<file path="src/rtl/accel_poller.sv">
// accel_poller: SPI mode-0 burst reader polling an accelerometer.
// Optional macro ACCEL_AVG_EN: 4-sample running mean per axis.
module accel_poller #(
   parameter int unsigned CLK_DIV     = 4,
   parameter int unsigned DATA_W      = 8,
   parameter int unsigned AXES        = 3,
   parameter int unsigned POLL_CYCLES = 100000,
   parameter logic [7:0]  REG_ADDR    = 8'h08
) (
   input  logic                   clk,
   input  logic                   rstbt,
   input  logic                   en,
   input  logic                   miso,
   output logic                   sclk,
   output logic                   mosi,
   output logic                   cs_n,
   output logic [AXES*DATA_W-1:0] axis_data,
   output logic                   valid,
   output logic                   busy
);
   localparam int unsigned W     = AXES * DATA_W;
   localparam int unsigned TOTAL = 16 + W;
   localparam int unsigned BW    = $clog2(TOTAL + 1);

   localparam logic [23:0]   DIV_LAST   = 24'(CLK_DIV - 1);
   localparam logic [23:0]   POLL_LAST  = 24'(POLL_CYCLES - 1);
   localparam logic [BW-1:0] BIT_LAST   = BW'(TOTAL - 1);
   localparam logic [BW-1:0] ADDR_FIRST = BW'(8);
   localparam logic [BW-1:0] READ_FIRST = BW'(16);
   localparam logic [BW-1:0] RX_FROM    = BW'(15);

   typedef enum logic [2:0] {
      IDLE, WAIT, SETUP, CMD, ADDR, READ, HOLD, DONE
   } state_t;

   state_t        r_state;
   state_t        w_next;
   logic [23:0]   r_cnt;
   logic [BW-1:0] r_bit;
   logic          r_phase;
   logic [15:0]   r_tx;
   logic [W-1:0]  r_rx;
   logic [W-1:0]  r_data;

   logic          w_shift;
   logic          w_half_end;
   logic          w_last_bit;
   logic          w_rise;
   logic          w_fall;
   logic          w_load;
   logic [BW-1:0] w_bit_nx;
   logic [W-1:0]  w_sample;
   logic [W-1:0]  w_result;

   assign w_shift    = (r_state == CMD) || (r_state == ADDR) ||
                       (r_state == READ);
   assign w_half_end = (r_cnt == DIV_LAST);
   assign w_last_bit = (r_bit == BIT_LAST);
   assign w_bit_nx   = r_bit + 1'b1;
   // r_phase=0 is the high half of a bit; SETUP is the first low half
   assign w_rise     = w_half_end &&
                       ((r_state == SETUP) || (w_shift && r_phase));
   assign w_fall     = w_half_end && w_shift && !r_phase;
   assign w_load     = (r_state == HOLD) && w_half_end;

   always_ff @(posedge clk or negedge rstbt) begin
      if (!rstbt) r_state <= IDLE;
      else        r_state <= w_next;
   end

   always_comb begin
      w_next = r_state;
      unique case (r_state)
         IDLE: begin
            if (en) w_next = SETUP;
         end
         WAIT: begin
            if (!en)                     w_next = IDLE;
            else if (r_cnt == POLL_LAST) w_next = SETUP;
         end
         SETUP: begin
            if (w_half_end) w_next = CMD;
         end
         CMD, ADDR, READ: begin
            if (w_fall && w_last_bit) begin
               w_next = HOLD;
            end else if (w_rise) begin
               if (w_bit_nx >= READ_FIRST)      w_next = READ;
               else if (w_bit_nx >= ADDR_FIRST) w_next = ADDR;
               else                             w_next = CMD;
            end
         end
         HOLD: begin
            if (w_half_end) w_next = DONE;
         end
         DONE: begin
            w_next = en ? WAIT : IDLE;
         end
         default: w_next = IDLE;
      endcase
   end

   always_ff @(posedge clk or negedge rstbt) begin
      if (!rstbt) begin
         r_cnt   <= '0;
         r_bit   <= '0;
         r_phase <= 1'b0;
         r_tx    <= '0;
         r_rx    <= '0;
      end else begin
         if ((w_next != r_state) || (w_shift && w_half_end) ||
             (r_state == IDLE) || (r_state == DONE))
            r_cnt <= '0;
         else
            r_cnt <= r_cnt + 24'd1;

         if (r_state == SETUP) r_bit <= '0;
         else if (w_rise)      r_bit <= w_bit_nx;

         if (w_fall)      r_phase <= 1'b1;
         else if (w_rise) r_phase <= 1'b0;

         // first command bit is presented as cs_n falls
         if ((w_next == SETUP) && (r_state != SETUP))
            r_tx <= {8'h0B, REG_ADDR};
         else if (w_fall)
            r_tx <= {r_tx[14:0], 1'b0};

         if (w_rise && w_shift && (r_bit >= RX_FROM))
            r_rx <= {r_rx[W-2:0], miso};
      end
   end

   // first received word is axis 0, placed in the low bits
   for (genvar a = 0; a < AXES; a++) begin : g_ax
      assign w_sample[a*DATA_W +: DATA_W] =
         r_rx[(AXES-1-a)*DATA_W +: DATA_W];
   end

`ifdef ACCEL_AVG_EN
   logic [W-1:0] r_h1;
   logic [W-1:0] r_h2;
   logic [W-1:0] r_h3;

   for (genvar a = 0; a < AXES; a++) begin : g_avg
      logic [DATA_W+1:0] w_sum;
      assign w_sum = {2'b00, w_sample[a*DATA_W +: DATA_W]} +
                     {2'b00, r_h1[a*DATA_W +: DATA_W]} +
                     {2'b00, r_h2[a*DATA_W +: DATA_W]} +
                     {2'b00, r_h3[a*DATA_W +: DATA_W]};
      assign w_result[a*DATA_W +: DATA_W] = w_sum[DATA_W+1:2];
   end

   always_ff @(posedge clk or negedge rstbt) begin
      if (!rstbt) begin
         r_h1 <= '0;
         r_h2 <= '0;
         r_h3 <= '0;
      end else if (w_load) begin
         r_h1 <= w_sample;
         r_h2 <= r_h1;
         r_h3 <= r_h2;
      end
   end
`else
   assign w_result = w_sample;
`endif

   always_ff @(posedge clk or negedge rstbt) begin
      if (!rstbt)      r_data <= '0;
      else if (w_load) r_data <= w_result;
   end

   assign sclk      = w_shift && !r_phase;
   assign cs_n      = !(w_shift || (r_state == SETUP) ||
                        (r_state == HOLD));
   assign mosi      = !cs_n && r_tx[15];
   assign busy      = (r_state != IDLE) && (r_state != WAIT);
   assign valid     = (r_state == DONE);
   assign axis_data = r_data;

endmodule

</file>
<file path="config.mk">
export PLATFORM = sky130hd
export DESIGN_NAME = accel_poller
export DESIGN_NICKNAME = d
export VERILOG_FILES = /design/src/rtl/accel_poller.sv
export SDC_FILE = /design/constraint.sdc
export NUM_CORES = 1
export LEC_CHECK = 0
export ABC_AREA = 0
export ABC_CLOCK_PERIOD_IN_PS = 7400
export BUFFER_PORTS_ARGS = -buffer_cell sky130_fd_sc_hd__buf_2
export CORE_MARGIN = 2
export CORE_UTILIZATION = 40
export DETAILED_ROUTE_END_ITERATION = 12
export PLACE_DENSITY = 0.56
export SYNTH_ARGS = -nofsm -noshare
export SYNTH_HDL_FRONTEND = slang
export SYNTH_SLANG_ARGS = --single-unit
</file>
<file path="constraint.sdc">
create_clock -name clk -period 7.4 [get_ports clk]
set_input_delay 0.74 -clock clk [delete_from_list [all_inputs] [get_ports clk]]
set_output_delay 0.74 -clock clk [all_outputs]
set_load 0.02 [all_outputs]
</file>
==> metrics <==
Worst Hold Class in2async; Max Cap Viol 0; Tmin final around 3.0 ns; post-synthesis adder-cell area fraction 0.00802; # nets final 420; first-pass GRT wire length 13.5 mm; Hold-fix buffers, CTS 0; P_leak ~2.4 nW; Post-Synthesis Net Count around 390; Fmax achieved approximately 330 MHz; compound-gate portion of the synthesized area 0.0607; Initial Util 0.407; multiplexer share of the synthesized area 0.128; Crit. End Element register; setup TNS 0 ns; cell at the root of the clock tree clkbuf_8; total track usage 0.144; worst path required time 7.64 ns; predominant post-synthesis flop cell dfrtp_1; Peak VDD IR 0.116 mV; H-tree depth 3; clk slew on worst S/H paths approximately 0.1 ns; count leader, synth dfrtp_1; max_slew headroom 0.309; Worst Path Max Fanout 24; largest net degree at the start of global routing 73; CTS Buf Count 9; Final Hold Viols 0; warnings from Yosys 0; Core Footprint 0.0107 mm²; Setup Skew 0.00921 ns; endpoints failing setup 0; Pre-Repair DR Iteration Count 5; post-synthesis register bit count 95; number of cells on the worst reg-to-reg path 5; startpoint type of the worst setup path register; Iter 0 DRT Violations ~180; die area 0.0118 mm²; num rows 38; worst-case clock buffer depth 2; Die X between 100 and 150 µm; Synth async-reset ratio 1.00; Post-Synth Simple-Gate Area 0.170; library cells used by synthesis 50; main combinational cell family by area after synthesis simple AND/OR/NAND/NOR gates; quantity of gates resized following cts 0; RSZ-0062 raised after global routing no; DRC Markers 0; area share of the largest cell type after synthesis 0.544; clk sinks 95; Avg Cell Area, Syn 11.3 µm²; GRT Residual Overflow 0; WL final slightly below 8 mm; share of layout cells above drive strength 1 0.263; fin crit share 0.406; TritonCTS clock tree built; routed via count approximately 2,900; Post-DP HPWL 5.22 mm; Skew-Pair Late Insertion Delay approximately 0.36 ns; Die H 109 µm; synth-to-layout area growth 10.1%; post-CTS setup buffers 0; XOR/XNOR share of the synthesized area 0.0561; status finished clean; synth cell count leaders dfrtp_1, mux2_2, nand2_1, nor2_1, xor2_1; io pins 33; Fillers between 1,000 and 1,500; post-route ant nets 0; GPL Wtd Cong approximately 0.80; vias in the first global route around 2,900; Syn Inst Count about 390; Cell Area, Synth 0.00437 mm²; ant diodes 0; worst-margin pin slew 1.03 ns; Post-synth EDFFs 0; via/cell ratio 5.16; synth top area cells dfrtp_1, mux2_2, nand2_1; PortBufs 32; initial antenna violation count 0; critical path class reg2reg; WL/cell 14.0 µm; Finished Core Util 0.448; largest area contributor in the netlist dfrtp_1; fin. max-slew vios 0; Seq/Total Area, Yosys 0.544; crit path DAT roughly 3.3 ns; PwrDens around 180 mW/mm²
## metal layers
layer | vias to the layer above | global-route usage | wire length (µm) | part of all wire
met1 | 1425 | 0.190 | 3600 | 0.46
met2 | 54 | 0.231 | 3750 | 0.48
li1 | 1395 | - | - | -
met4 | 0 | 0.0403 | 62 | 0.0079
met3 | 8 | 0.0440 | 421 | 0.054
met5 | - | 0 | 0 | 0
## cells in the final DEF, fill, tap and decap left out, types with 10 or more instances in the layout
cell	instances
dfrtp_1	95
nand2_1	48
mux2_2	48
nor2_1	40
buf_2	31
xor2_1	18
a21oi_1	17
nand3_1	10
xnor2_1	10
## cell families after synthesis
family	count (synthesis)
multiplexers	50
AND/OR/NAND/NOR	147
XOR/XNOR	28
adder cells (fa/ha/maj)	3
flip-flops	95
AO/OA/AOI/OAI	40
buffers and inverters	25
## worst max-delay path, stage by stage (launching register included)
cell     delay, ns
dfrtp_1       0.43
nor4_1        0.43
nand4_1       0.23
nor4_4        0.52
nand2_1       0.75
mux2_2        0.52
## layout make-up
class / instances / area [µm²] / area share
timing repair buffer: 34 / 178 / 0.0369
sequential: 95 / 2380 / 0.494
clock buffer: 10 / 128 / 0.0265
inverter: 6 / 22.5 / 0.00468
multi-input combinational: 268 / 1860 / 0.385
tap: 140 / 175 / 0.0364
clock inverter: 6 / 77.6 / 0.0161
## path summary, 6_finish.rpt
check	startpoint	end	slack (ns)
max in group asynchronous	rstbt	r_tx[9]$_DFFE_PN0P_	5.95
worst min register to register	r_cnt[0]$_DFF_PN0_	r_cnt[0]$_DFF_PN0_	0.49
min in group clk	r_cnt[0]$_DFF_PN0_	r_cnt[0]$_DFF_PN0_	0.49
worst max-delay path	r_cnt[12]$_DFF_PN0_	r_rx[7]$_DFFE_PN0P_	4.40
worst min-delay path	rstbt	r_cnt[16]$_DFF_PN0_	0.27
worst max register to register	r_cnt[12]$_DFF_PN0_	r_rx[7]$_DFFE_PN0P_	4.40
## stage by stage
stage	total power, mW	hold slack, ns	instances	area (µm²)	worst slack [ns]
global placement	0.542	0.466	543	4610	4.41
floorplan	0.530	0.444	388	4370	4.98
CTS	0.905	0.269	559	4810	4.33
global route	0.922	0.273	559	4810	4.00
finish	0.887	0.268	559	4810	4.40
detailed placement	0.542	0.470	543	4610	4.32
## state kept, by name, indices dropped and copies added, names as in the netlist
| name | cells |
|---|---|
| r_rx | 24 |
| r_phase | 1 |
| axis_data | 24 |
| r_cnt | 24 |
| r_tx | 13 |
| r_state | 3 |
| r_bit | 6 |
## power by group
part / total, mW / switching (mW) / internal [mW]
Sequential: 0.519 / 0.000170 / 0.519
Combinational: 0.0116 / 0.0103 / 0.00133
Clock: 0.356 / 0.193 / 0.163
Total: 0.887 / 0.204 / 0.683
Note: power is estimated with default switching activity, not from simulation.
